--- config.mk ---
export PLATFORM = sky130hd
export DESIGN_NAME = memory_dumper_flat
export DESIGN_NICKNAME = d
export VERILOG_FILES = /design/src/rtl/memory_dumper_pkg.sv /design/src/rtl/memory_dumper_if.sv /design/src/rtl/memory_dumper_serializer.sv /design/src/rtl/memory_dumper.sv /design/src/flat_wrapper.sv
export SDC_FILE = /design/constraint.sdc
export NUM_CORES = 1
export LEC_CHECK = 0
export CAP_MARGIN = 20
export CORE_MARGIN = 4
export CORE_UTILIZATION = 35
export DETAILED_ROUTE_END_ITERATION = 10
export PLACE_DENSITY_LB_ADDON = 0.05
export REMOVE_ABC_BUFFERS = 1
export SYNTH_ARGS = -nofsm -noshare
export SYNTH_HDL_FRONTEND = slang
export SYNTH_HIERARCHICAL = 1
export SYNTH_SLANG_ARGS = --single-unit
--- constraint.sdc ---
create_clock -name clk -period 6.7 [get_ports clk]
set_input_delay 1.34 -clock clk [delete_from_list [all_inputs] [get_ports clk]]
set_output_delay 1.34 -clock clk [all_outputs]
set_load 0.02 [all_outputs]
--- src/rtl/memory_dumper_pkg.sv ---
// memory_dumper_pkg
//   Shared definitions for the UART/SDRAM loader and dumper blocks:
//   4-bit state encodings, header length and UART byte width.
package memory_dumper_pkg;

    localparam int HDR_BYTES = 8;
    localparam int BYTE_W    = 8;
    localparam int HDR_W     = HDR_BYTES * BYTE_W;

    localparam logic [3:0] ST_IDLE    = 4'd0;
    localparam logic [3:0] ST_RX_HDR  = 4'd1;
    localparam logic [3:0] ST_LATCH   = 4'd2;
    localparam logic [3:0] ST_RD_WAIT = 4'd3;
    localparam logic [3:0] ST_TX_BYTE = 4'd4;
    localparam logic [3:0] ST_TX_WAIT = 4'd5;
    localparam logic [3:0] ST_NEXT    = 4'd6;

    // Top-level sequencer. The byte handshake (TX_BYTE/TX_WAIT) lives in the
    // serializer, so the top only sees one "transmitting" state.
    typedef enum logic [3:0] {
        S_IDLE    = ST_IDLE,
        S_RX_HDR  = ST_RX_HDR,
        S_LATCH   = ST_LATCH,
        S_RD_WAIT = ST_RD_WAIT,
        S_TX      = ST_TX_BYTE,
        S_NEXT    = ST_NEXT
    } dump_state_t;

    typedef enum logic [3:0] {
        SER_IDLE = ST_IDLE,
        SER_BYTE = ST_TX_BYTE,
        SER_WAIT = ST_TX_WAIT
    } ser_state_t;

endpackage

--- src/rtl/memory_dumper_if.sv ---
// memory_dumper_if
//   UART rx/tx and SDRAM read-port signals of the memory dumper.
//   master : dumper side (drives tx_req/tx_data/rd_req/rd_addr)
//   slave  : UART + SDRAM controller side
interface memory_dumper_if #(parameter int DATA_W = 32);
    logic              rx_ack;
    logic [7:0]        rx_data;
    logic              tx_ready;
    logic              tx_req;
    logic [7:0]        tx_data;
    logic              rd_req;
    logic [31:0]       rd_addr;
    logic [DATA_W-1:0] rd_data;
    logic              rd_fin;

    modport master (
        input  rx_ack, rx_data, tx_ready, rd_data, rd_fin,
        output tx_req, tx_data, rd_req, rd_addr
    );

    modport slave (
        output rx_ack, rx_data, tx_ready, rd_data, rd_fin,
        input  tx_req, tx_data, rd_req, rd_addr
    );
endinterface

--- src/rtl/memory_dumper_serializer.sv ---
// uart_tx_serializer
//   Sends one DATA_W word over the UART byte interface, MSB first.
//   clk/reset_n : clock (falling-edge state updates), async active-low reset
//   en          : low freezes everything; tx_req is never raised while low
//   load/word   : capture a word (only accepted when idle)
//   ready       : UART tx idle
//   tx_req/data : one-cycle byte strobe and byte
//   done        : combinational pulse, last byte accepted by the UART
module uart_tx_serializer
    import memory_dumper_pkg::*;
#(
    parameter int DATA_W = 32
) (
    input  logic              clk,
    input  logic              reset_n,
    input  logic              en,
    input  logic              load,
    input  logic [DATA_W-1:0] word,
    input  logic              ready,
    output logic              tx_req,
    output logic [BYTE_W-1:0] tx_data,
    output logic              done
);
    localparam int NB = DATA_W / BYTE_W;
    localparam int CW = $clog2(NB + 1);

    ser_state_t        st, st_n;
    logic [DATA_W-1:0] word_buf, word_buf_n;
    logic [CW-1:0]     byte_rem, byte_rem_n;
    logic              tx_req_n;
    logic [BYTE_W-1:0] tx_data_n;

    always_ff @(negedge clk or negedge reset_n) begin
        if (!reset_n) begin
            st       <= SER_IDLE;
            word_buf <= '0;
            byte_rem <= '0;
            tx_req   <= 1'b0;
            tx_data  <= '0;
        end else begin
            st       <= st_n;
            word_buf <= word_buf_n;
            byte_rem <= byte_rem_n;
            tx_req   <= tx_req_n;
            tx_data  <= tx_data_n;
        end
    end

    always_comb begin
        st_n       = st;
        word_buf_n = word_buf;
        byte_rem_n = byte_rem;
        tx_req_n   = 1'b0;     // strobe: high for one cycle only
        tx_data_n  = tx_data;
        done       = 1'b0;
        if (en) begin
            case (st)
                SER_IDLE: if (load) begin
                    word_buf_n = word;
                    byte_rem_n = CW'(NB);
                    st_n       = SER_BYTE;
                end
                SER_BYTE: if (ready) begin
                    tx_req_n   = 1'b1;
                    tx_data_n  = word_buf[DATA_W-1 -: BYTE_W];
                    word_buf_n = word_buf << BYTE_W;
                    byte_rem_n = byte_rem - CW'(1);
                    st_n       = SER_WAIT;
                end
                // The UART drops ready once it has taken the byte; that is
                // the only proof of acceptance, so wait for it.
                SER_WAIT: if (!ready) begin
                    if (byte_rem == '0) begin
                        done = 1'b1;
                        st_n = SER_IDLE;
                    end else begin
                        st_n = SER_BYTE;
                    end
                end
                default: st_n = SER_IDLE;
            endcase
        end
    end
endmodule

--- src/rtl/memory_dumper.sv ---
// memory_dumper
//   UART-driven SDRAM read-back. Host sends 8 header bytes (start address,
//   then word count, both MSB first); the block reads that many words and
//   streams them back over UART, MSB first.
//   clk     : system clock, state updates on the falling edge
//   reset_n : asynchronous active-low reset
//   req     : enable; low freezes the block (tx_req forced low)
//   busy    : high whenever not IDLE
//   bus     : UART rx/tx and SDRAM read port (master side)
module memory_dumper
    import memory_dumper_pkg::*;
#(
    parameter logic [31:0] ADDR_STEP = 32'd4,
    parameter int          DATA_W    = 32
) (
    input  logic                clk,
    input  logic                reset_n,
    input  logic                req,
    output logic                busy,
    memory_dumper_if.master     bus
);
    dump_state_t      state, state_n;
    logic [HDR_W-1:0] hdr, hdr_n;
    logic [2:0]       hdr_rem, hdr_rem_n;
    logic [31:0]      words_rem, words_rem_n;
    logic [31:0]      rd_addr, rd_addr_n;
    logic             rd_req, rd_req_n;
    logic             ser_load, ser_done;

    always_ff @(negedge clk or negedge reset_n) begin
        if (!reset_n) begin
            state     <= S_IDLE;
            hdr       <= '0;
            hdr_rem   <= '0;
            words_rem <= '0;
            rd_addr   <= '0;
            rd_req    <= 1'b0;
        end else begin
            state     <= state_n;
            hdr       <= hdr_n;
            hdr_rem   <= hdr_rem_n;
            words_rem <= words_rem_n;
            rd_addr   <= rd_addr_n;
            rd_req    <= rd_req_n;
        end
    end

    always_comb begin
        state_n     = state;
        hdr_n       = hdr;
        hdr_rem_n   = hdr_rem;
        words_rem_n = words_rem;
        rd_addr_n   = rd_addr;
        rd_req_n    = rd_req;
        ser_load    = 1'b0;
        if (req) begin
            case (state)
                S_IDLE: if (bus.rx_ack) begin
                    hdr_n     = {hdr[HDR_W-BYTE_W-1:0], bus.rx_data};
                    hdr_rem_n = 3'(HDR_BYTES - 1);
                    state_n   = S_RX_HDR;
                end
                S_RX_HDR: if (bus.rx_ack) begin
                    hdr_n     = {hdr[HDR_W-BYTE_W-1:0], bus.rx_data};
                    hdr_rem_n = hdr_rem - 3'd1;
                    if (hdr_rem == 3'd1) state_n = S_LATCH;
                end
                S_LATCH: begin
                    rd_addr_n   = hdr[63:32];
                    words_rem_n = hdr[31:0];
                    if (hdr[31:0] == '0) begin
                        state_n = S_IDLE;
                    end else begin
                        rd_req_n = 1'b1;
                        state_n  = S_RD_WAIT;
                    end
                end
                S_RD_WAIT: if (bus.rd_fin) begin
                    ser_load = 1'b1;
                    rd_req_n = 1'b0;
                    state_n  = S_TX;
                end
                S_TX: if (ser_done) state_n = S_NEXT;
                S_NEXT: begin
                    words_rem_n = words_rem - 32'd1;
                    rd_addr_n   = rd_addr + ADDR_STEP;   // wraps mod 2^32
                    if (words_rem == 32'd1) begin
                        state_n = S_IDLE;
                    end else begin
                        rd_req_n = 1'b1;
                        state_n  = S_RD_WAIT;
                    end
                end
                default: state_n = S_IDLE;
            endcase
        end
    end

    uart_tx_serializer #(.DATA_W(DATA_W)) u_ser (
        .clk     (clk),
        .reset_n (reset_n),
        .en      (req),
        .load    (ser_load),
        .word    (bus.rd_data),
        .ready   (bus.tx_ready),
        .tx_req  (bus.tx_req),
        .tx_data (bus.tx_data),
        .done    (ser_done)
    );

    assign bus.rd_req  = rd_req;
    assign bus.rd_addr = rd_addr;
    assign busy        = (state != S_IDLE);
endmodule

--- src/flat_wrapper.sv ---
// flat-port wrapper written by rule: the top's interface ports become plain ports
module memory_dumper_flat import memory_dumper_pkg::*;
#(
    parameter logic [31:0] ADDR_STEP = 32'd4,
    parameter int          DATA_W    = 32
)
  (clk, reset_n, req, busy, bus_rx_ack, bus_rx_data, bus_tx_ready, bus_rd_data, bus_rd_fin, bus_tx_req, bus_tx_data, bus_rd_req, bus_rd_addr);
  memory_dumper_if #(.DATA_W(DATA_W)) bus_i ();
  input  logic clk;
  input  logic reset_n;
  input  logic req;
  output logic busy;
  input wire logic [$bits(bus_i.rx_ack)-1:0] bus_rx_ack;
  input wire logic [$bits(bus_i.rx_data)-1:0] bus_rx_data;
  input wire logic [$bits(bus_i.tx_ready)-1:0] bus_tx_ready;
  input wire logic [$bits(bus_i.rd_data)-1:0] bus_rd_data;
  input wire logic [$bits(bus_i.rd_fin)-1:0] bus_rd_fin;
  output wire logic [$bits(bus_i.tx_req)-1:0] bus_tx_req;
  output wire logic [$bits(bus_i.tx_data)-1:0] bus_tx_data;
  output wire logic [$bits(bus_i.rd_req)-1:0] bus_rd_req;
  output wire logic [$bits(bus_i.rd_addr)-1:0] bus_rd_addr;
  assign bus_i.rx_ack = bus_rx_ack;
  assign bus_i.rx_data = bus_rx_data;
  assign bus_i.tx_ready = bus_tx_ready;
  assign bus_i.rd_data = bus_rd_data;
  assign bus_i.rd_fin = bus_rd_fin;
  assign bus_tx_req = bus_i.tx_req;
  assign bus_tx_data = bus_i.tx_data;
  assign bus_rd_req = bus_i.rd_req;
  assign bus_rd_addr = bus_i.rd_addr;
  memory_dumper #(.ADDR_STEP(ADDR_STEP), .DATA_W(DATA_W)) u_core (.clk(clk), .reset_n(reset_n), .req(req), .busy(busy), .bus(bus_i));
endmodule
# Word level (Yosys, flattened, before mapping)
# Cells that the tools add are included.
dict set report op_classes {
  addsub 4
  n_eq_ne 19
  mux 38
  n_reduce_logical 18
}
# operator n
set ops {}
lappend ops {{$pmux 32 s2} 3}
lappend ops {{$mux 32} 2}
lappend ops {{$add 32x3->32 const B} 1}
lappend ops {{$eq 32x1->1 const B} 1}
lappend ops {{$logic_not 32->1} 1}
lappend ops {{$mux 4} 8}
lappend ops {{$sub 32x1->32 const B} 1}
lappend ops {{$pmux 4 s6} 1}
lappend ops {{$eq 4x3->1 const B} 4}
lappend ops {{$mux 3} 5}
lappend ops {{$ne 2x2->1 const B} 7}
lappend ops {{$mux 1} 13}
lappend ops {{$pmux 3 s2} 2}
lappend ops {{$pmux 4 s3} 1}
lappend ops {{$reduce_and 4->1} 3}
lappend ops {{$eq 4x2->1 const B} 2}
lappend ops {{$logic_not 4->1} 2}
lappend ops {{$ne 2x1->1 const B} 3}
lappend ops {{$reduce_and 3->1} 2}
lappend ops {{$reduce_and 6->1} 1}
lappend ops {{$reduce_bool 2->1} 3}
lappend ops {{$sub 3x1->3 const B} 2}
lappend ops {{$reduce_and 5->1} 1}
lappend ops {{$eq 4x1->1 const B} 1}
lappend ops {{other kinds (8)} 9}
dict set report totals {
  regBits 184
  wordCells 90
}

# Depth between registers and ports, before layout
# Gate-level depths: netlist of run 1.
dict set report logic_depth {
  ltp_word 7
  depth_mapped 9
  ltp_nobuf 9
}

# Hierarchy
# The synthesis of run 1 kept the hierarchy.
# module instances cells_each area_each_um2
set by_module_without_submodules {}
lappend by_module_without_submodules {memory_dumper 1 685 6936.7}
lappend by_module_without_submodules {uart_tx_serializer 1 152 2245.9}

==> impl_metrics.csv, run 1 <==
group,metric,value,unit
run_status,status,"complete, no violations",
flow_run,maxCapViolCount,0,
critical_path,critical_path_type,"flip-flop to primary output",
drt,detailedRoute.firstPassIterationCount,5,
critical_path,crit_path_top_delay_cell,"sky130_fd_sc_hd__clkdlybuf4s50_1",
critical_path,crit_path_max_incr_delay,670,ps
yosys,synth_cells,837,
floorplan,die-height,170,um
power,p_comb_share,39.5,%
yosys,synth-main-ff-cell,"sky130_fd_sc_hd__dfrtn_1",
placement,detailed_placer_s_ending_hpwl,16500,um
critical_path,crit-reg2reg-capture,"u_core/bus.rd_addr[10]",
sta,finalWorstSetupSlack,359,ps
critical_path,worst-endpoint-arrival,5000,ps
drt,route.detailed.wl_per_inst,19.1,um
critical_path,cp_data_required_time,5360,ps
floorplan,initial_utilization,35.4,%
placement,place.gp.congestion,0.817,
placement,port-buffer-count,88,
yosys,netlist_top_cells_area,"sky130_fd_sc_hd__dfrtn_1, sky130_fd_sc_hd__mux2_2, sky130_fd_sc_hd__mux2_4",
final_layout,antennaDiodeCount,0,
power,seq_power_share,40.4,%
clocking,post-cts-setup-buffer-count,0,
yosys,yosysSeqAreaShare,49.3,%
power,p_int,3.33,mW
final_layout,final_util,43.4,%
floorplan,core.rowCount,59,
floorplan,die_x,170,um
drt,drt-initial-drc-count,466,
final_layout,final_net_count,979,
final_layout,nFillCells,2452,
final_layout,mostFrequentLayoutCell,"sky130_fd_sc_hd__dfrtn_1",
clocking,cts_buffer_depth,2,
yosys,ys.warnings.count,6,
yosys,synth.cell_area,9180,um^2
global_route,first_global_vias,7179,
clocking,numCtsBuffers,17,
final_layout,ff_latch_area,4530,um^2
clocking,clock_sinks,181,
clocking,cts_tree,"yes",
global_route,maximum_number_of_pins_on_one_net_before_global_route_repair,75,
floorplan,placeableCoreArea,25900,um^2
power,ir_drop,344,uV
critical_path,crit_family,"buffers and inverters",
drt,routed-via-count,7074,
power,p_sw_share,37.9,%
sta,fin_worst_skew,9.18,ps
power,power.switching,2.03,mW
yosys,syn_avg_cell_area,11.0,um^2
global_route,number_of_antenna_violations_at_the_first_check_in_global_routing,0,
yosys,asyncSetResetFlopFracSynth,100,%
clocking,cts_h_tree_depth,4,
yosys,synth_edf_count,0,
final_layout,finish.instance_area,11300,um^2
final_layout,layout_stage_area_growth_over_the_synthesis_result,22.6,%
yosys,synth_largest_type_area_fraction,49.3,%
yosys,ys_ff_latch,181,
sta,finalSetupViolCount,0,
yosys,synth_top_area_cell,"sky130_fd_sc_hd__dfrtn_1",
sta,worst-slew-pin-transition,884,ps
critical_path,worst-path-stages,1,
sta,timing_max_transition_violations_final,0,
global_route,grt_first_pass_wirelength,39600,um
power,power_dens_cells,477,nW/um^2
clocking,cts.clk_slew.worst_paths,50,ps
power,static-leakage-power,4.66,nW
clocking,cts-resized-gates,0,
final_layout,multiInputGateArea,4350,um^2
placement,place_worst_setup_slack,-84.7,ps
power,clock_power_share,20.1,%
floorplan,num_io_pins,89,
clocking,cts_hold_repair.buffers,0,
power,post-layout-total-power,5.37,mW
critical_path,r2r_setup_slack,3660,ps
hold_path,worstHoldEndpoint,"u_core/bus.rd_addr[0]",
critical_path,worstPathCellList,"clkdlybuf4s50_1",
critical_path,total_buffers_and_inverters_traversed_by_the_critical_path,1,
critical_path,timing.rr.start,"u_core/state[2]",
yosys,synthDistinctLibCells,68,
global_route,grt_overflow_total,0,
critical_path,critPathMaxFanout,8,
hold_path,hold_path.class,"flip-flop to flip-flop",
sta,slew-limit-headroom,40.9,%
floorplan,die_area,28900,um^2
drt,routed_wirelength,24300,um
final_layout,drive_above_1_share,22.7,%
global_route,grtUsageTotal,17.1,%
placement,placed_cell_area,10600,um^2
clocking,cts_root_buf,"sky130_fd_sc_hd__clkbuf_16",
drt,routed_antenna_nets,0,
critical_path,crit_path_start_kind,"flip-flop",
sta,setup_repair_after_global_routing_missed_its_margin,"no",
final_layout,layout_common_cells,"sky130_fd_sc_hd__dfrtn_1, sky130_fd_sc_hd__mux2_2, sky130_fd_sc_hd__clkdlybuf4s50_1, sky130_fd_sc_hd__nor2_1, sky130_fd_sc_hd__nand2_1",
drt,route.detailed.vias_per_inst,5.55,
hold_path,hold_start,"u_core/bus.rd_addr[0]",
drt,post-route-drc-count,0,
sta,final_hold_viol_count,0,
clocking,worst_skew_pair.late_latency,400,ps
hold_path,hold_depth,2,
critical_path,critPathCaptureType,"primary output",
critical_path,cells_on_worst_reg2reg_path,6,
-- synth_stat cells, drive strengths merged (9+ instances only) --
master	count
nor3	23
inv	15
a21oi	51
mux2i	13
buf	25
and3	17
a311oi	9
or3	12
nor4	18
nand4	11
o22ai	23
o21ai	25
nor2b	12
clkbuf	27
nor2	59
dfrtn	181
nand3	35
mux2	129
nand2	52
-- state kept, by name, indices dropped and copies added (netlist names) --
name and flops:
u_core/bus.rd_addr 32, u_core/words_rem 32, u_core/hdr_rem 3, u_core/state 3
u_core/u_ser/tx_req 1, u_core/u_ser/st 2, u_core/u_ser/tx_data 8, u_core/hdr 64
u_core/u_ser/word_buf 32, u_core/u_ser/byte_rem 3, u_core/bus.rd_req 1
-- layout make-up --
cell class / count / area share [%]
Tap cell: 335 / 3.72
Multi-Input combinational cell: 589 / 38.6
Timing Repair Buffer: 122 / 11.3
Sequential cell: 181 / 40.2
Clock inverter: 13 / 1.69
Clock buffer: 19 / 3.93
Inverter: 15 / 0.500
-- metal layers --
| metal | share of wire, % | GRT usage (%) | routed length [um] | vias up |
|---|---|---|---|---|
| met5 | 0 | 0 | 0 | - |
| li1 | - | - | - | 3304 |
| met1 | 45 | 22.9 | 11100 | 3566 |
| met4 | 1.8 | 5.10 | 450 | 0 |
| met2 | 49 | 28.7 | 11800 | 173 |
| met3 | 4.0 | 2.74 | 976 | 31 |
-- logic make-up (layout without fill, tap and decap cells) --
group | Yosys count | count (layout) | synth area share (%)
xor+xnor | 1 | 1 | 0.0954
buf+inv | 67 | 169 | 3.43
fa+ha+maj | 7 | 7 | 0.954
mux | 142 | 142 | 18.3
simple gates | 269 | 269 | 15.8
compound gates | 170 | 170 | 12.1
flops | 181 | 181 | 49.3
-- stage by stage --
stage	TNS [ps]	instances	hold slack (ps)
after global placement	-10.0	1241	422
after CTS	0	1273	433
final	0	1274	426
after global routing	0	1274	459
after detailed placement	-162	1241	432
after floorplan	-246160	785	412
-- power groups by stage --
stage / Combinational [mW] / Clock [mW] / Sequential (mW)
floorplan: 1.24 / 0 / 2.19
detailed placement: 2.13 / 0 / 2.19
global route: 2.32 / 1.16 / 2.25
global placement: 2.08 / 0 / 2.17
finish: 2.12 / 1.08 / 2.17
CTS: 2.14 / 1.12 / 2.18
-- worst max-delay path by stage --
stage,start,endpoint,slack (ps)
2_1_floorplan,bus_rx_ack,u_core/hdr[0],-3340
3_3_place_gp,req,u_core/state[1],-10
3_5_place_dp,req,u_core/state[1],-80
4_1_cts,u_core/bus.rd_addr[5],bus_rd_addr[5],340
5_1_grt,req,u_core/state[0],170
6_report,u_core/bus.rd_addr[5],bus_rd_addr[5],360
No activity file was read; power rests on OpenSTA's default activity.
==> run 2: changes to the inputs <==
--- a/config.mk
+++ b/config.mk
@@ -5,13 +5,13 @@
 export SDC_FILE = /design/constraint.sdc
 export NUM_CORES = 1
 export LEC_CHECK = 0
-export CAP_MARGIN = 20
+export CAP_MARGIN = 30
 export CORE_MARGIN = 4
 export CORE_UTILIZATION = 35
 export DETAILED_ROUTE_END_ITERATION = 10
+export GPL_TIMING_DRIVEN = 1
 export PLACE_DENSITY_LB_ADDON = 0.05
 export REMOVE_ABC_BUFFERS = 1
 export SYNTH_ARGS = -nofsm -noshare
 export SYNTH_HDL_FRONTEND = slang
-export SYNTH_HIERARCHICAL = 1
 export SYNTH_SLANG_ARGS = --single-unit
==> run 2 against run 1 <==
Net effect:
- combinational power decreased by 11%
- first-iteration DRC count increased by 4.3%
- die area is 5.0% lower
- clock-buffer cell count down 1
- sequential power hardly changed
- critical endpoint is now busy
==> impl_metrics.csv, run 2 <==
group,metric,value,unit
drt,route.detailed.wl_per_inst,18.2,um
yosys,synth_top_area_cell,"sky130_fd_sc_hd__dfrtn_1",
global_route,number_of_antenna_violations_at_the_first_check_in_global_routing,0,
sta,worst-slew-pin-transition,881,ps
drt,routed_antenna_nets,0,
sta,timing_max_transition_violations_final,0,
critical_path,timing.rr.start,"u_core.words_rem[0]",
drt,post-route-drc-count,0,
global_route,grtUsageTotal,17.0,%
clocking,cts-resized-gates,0,
floorplan,die_area,27500,um^2
clocking,cts.clk_slew.worst_paths,50,ps
yosys,ys_ff_latch,181,
power,ir_drop,148,uV
clocking,cts_root_buf,"sky130_fd_sc_hd__clkbuf_16",
final_layout,ff_latch_area,4530,um^2
yosys,netlist_top_cells_area,"sky130_fd_sc_hd__dfrtn_1, sky130_fd_sc_hd__mux2_2, sky130_fd_sc_hd__a21oi_1",
yosys,synth_largest_type_area_fraction,52.0,%
power,post-layout-total-power,5.09,mW
critical_path,critical_path_type,"flip-flop to primary output",
final_layout,nFillCells,2316,
yosys,synth.cell_area,8700,um^2
yosys,post_synth_most_frequent_cells,"sky130_fd_sc_hd__dfrtn_1, sky130_fd_sc_hd__nand2_1, sky130_fd_sc_hd__a21oi_1, sky130_fd_sc_hd__o21ai_0, sky130_fd_sc_hd__mux2_2",
global_route,grt_overflow_total,0,
yosys,ys.warnings.count,0,
final_layout,layout_stage_area_growth_over_the_synthesis_result,23.1,%
sta,finalWorstSetupSlack,125,ps
critical_path,crit_path_start_kind,"flip-flop",
drt,route.detailed.vias_per_inst,5.44,
drt,detailedRoute.firstPassIterationCount,5,
hold_path,hold_depth,2,
yosys,syn_avg_cell_area,9.97,um^2
critical_path,cp_data_required_time,5360,ps
drt,routed_wirelength,23500,um
sta,slew-limit-headroom,41.0,%
floorplan,die-height,166,um
run_status,status,"complete, no violations",
final_layout,largest-register,"u_core.hdr",
floorplan,placeableCoreArea,24400,um^2
power,power_dens_cells,475,nW/um^2
sta,fin_worst_skew,7.81,ps
yosys,synth_edf_count,0,
floorplan,num_io_pins,89,
clocking,worst_skew_pair.late_latency,400,ps
yosys,synthMostInstantiatedCell,"sky130_fd_sc_hd__dfrtn_1",
sta,final_hold_viol_count,0,
hold_path,hold_start,"u_core.bus.rd_addr[0]",
drt,drt-initial-drc-count,486,
floorplan,initial_utilization,35.7,%
yosys,asyncSetResetFlopFracSynth,100,%
drt,routed-via-count,7017,
flow_run,maxCapViolCount,0,
yosys,synthDistinctLibCells,53,
floorplan,die_x,166,um
placement,place_worst_setup_slack,15.4,ps
floorplan,core.rowCount,57,
power,static-leakage-power,4.45,nW
critical_path,crit-reg2reg-capture,"u_core.words_rem[30]",
hold_path,worstHoldEndpoint,"u_core.bus.rd_addr[0]",
yosys,synth-main-ff-cell,"sky130_fd_sc_hd__dfrtn_1",
clocking,clock_sinks,181,
clocking,cts_hold_repair.buffers,0,
yosys,synth_cells,873,
final_layout,antennaDiodeCount,0,
clocking,cts_buffer_depth,2,
critical_path,critPathCaptureType,"primary output",
global_route,maximum_number_of_pins_on_one_net_before_global_route_repair,78,
final_layout,flip_flop_count_of_the_largest_register_all_copies_and_words_added,64,
placement,port-buffer-count,88,
global_route,grt_first_pass_wirelength,38600,um
critical_path,critPathMaxFanout,10,
clocking,cts_h_tree_depth,4,
sta,finalSetupViolCount,0,
clocking,numCtsBuffers,17,
hold_path,hold_path.class,"flip-flop to flip-flop",
critical_path,cells_on_worst_reg2reg_path,8,
clocking,cts_tree,"yes",
final_layout,drive_above_1_share,15.1,%
clocking,post-cts-setup-buffer-count,0,
critical_path,r2r_setup_slack,3950,ps
final_layout,layout_common_cells,"sky130_fd_sc_hd__dfrtn_1, sky130_fd_sc_hd__nand2_1, sky130_fd_sc_hd__a21oi_1, sky130_fd_sc_hd__clkdlybuf4s50_1, sky130_fd_sc_hd__o21ai_0",
final_layout,final_net_count,1006,
sta,setup_repair_after_global_routing_missed_its_margin,"no",
final_layout,mostFrequentLayoutCell,"sky130_fd_sc_hd__dfrtn_1",
final_layout,multiInputGateArea,3910,um^2
global_route,first_global_vias,7131,
yosys,yosysSeqAreaShare,52.0,%
placement,place.gp.congestion,0.843,
placement,detailed_placer_s_ending_hpwl,16200,um
critical_path,worst-endpoint-arrival,5230,ps
==> run 2: changes by cell type after synthesis, sizes merged, moves of 18 or more <==
cell	previous run	this run
buf	25	7
a21oi	51	89
nand2	52	92
o21ai	25	84
mux2	129	70
clkbuf	27	49
==> run 2: worst max path at each step <==
stage,from,to,slack (ps),depth (start not counted)
2_1_floorplan,bus_rx_ack,u_core.hdr[0],-240,2
3_3_place_gp,req,u_core.bus.rd_addr[27],30,5
3_5_place_dp,req,u_core.bus.rd_addr[27],20,5
4_1_cts,u_core.state[1],busy,110,3
5_1_grt,u_core.state[1],busy,30,3
6_report,u_core.state[1],busy,130,3
==> run 2: layer usage <==
| layer | share of wire [%] | track usage [%] | vias to the layer above |
|---|---|---|---|
| li1 | - | - | 3337 |
| met1 | 47 | 23.6 | 3480 |
| met2 | 48 | 27.5 | 175 |
| met3 | 4.1 | 2.65 | 25 |
| met4 | 1.5 | 5.56 | 0 |
| met5 | 0 | 0 | - |
==> run 2: cells by family after synthesis <==
group,Yosys count,synth area share [%]
DFF,181,52.0
adders and majority gates,7,1.01
and+or+nand+nor,263,15.0
buffers and inverters,75,3.25
muxes,96,12.0
xor gates and xnor gates,1,0.101
AOI/OAI and AO/OA,250,16.6
==> run 2: layout make-up <==
cell class | count | area share (%)
multi-input combinational | 617 | 36.5
sequential | 181 | 42.3
tap | 324 | 3.78
inverter | 19 | 0.666
timing repair buffer | 117 | 11.1
clock inverter | 13 | 1.60
clock buffer | 18 | 4.10
==> run 2: per-stage QoR <==
step	cell area (um^2)	utilization (%)	hold slack [ps]	TNS, ps	cells
after CTS	10700	43.9	427	0	1289
after detailed placement	10100	41.4	426	0	1258
final	10700	43.9	417	0	1289
after global placement	10100	41.4	419	0	1258
after floorplan	8490	-	401	-16250	817
after global routing	10700	43.9	452	0	1289
==> run 2: worst max-delay path, stage by stage, from the launching register on <==
cell	delay (ps)
sky130_fd_sc_hd__dfrtn_1	560
sky130_fd_sc_hd__inv_1	180
sky130_fd_sc_hd__nand3_1	140
sky130_fd_sc_hd__clkdlybuf4s50_1	620
==> run 2: report_power, final <==
group,switching [mW],internal (mW)
sequential,0.523,1.63
combinational,0.994,0.901
clock,0.446,0.602
total,1.96,3.13
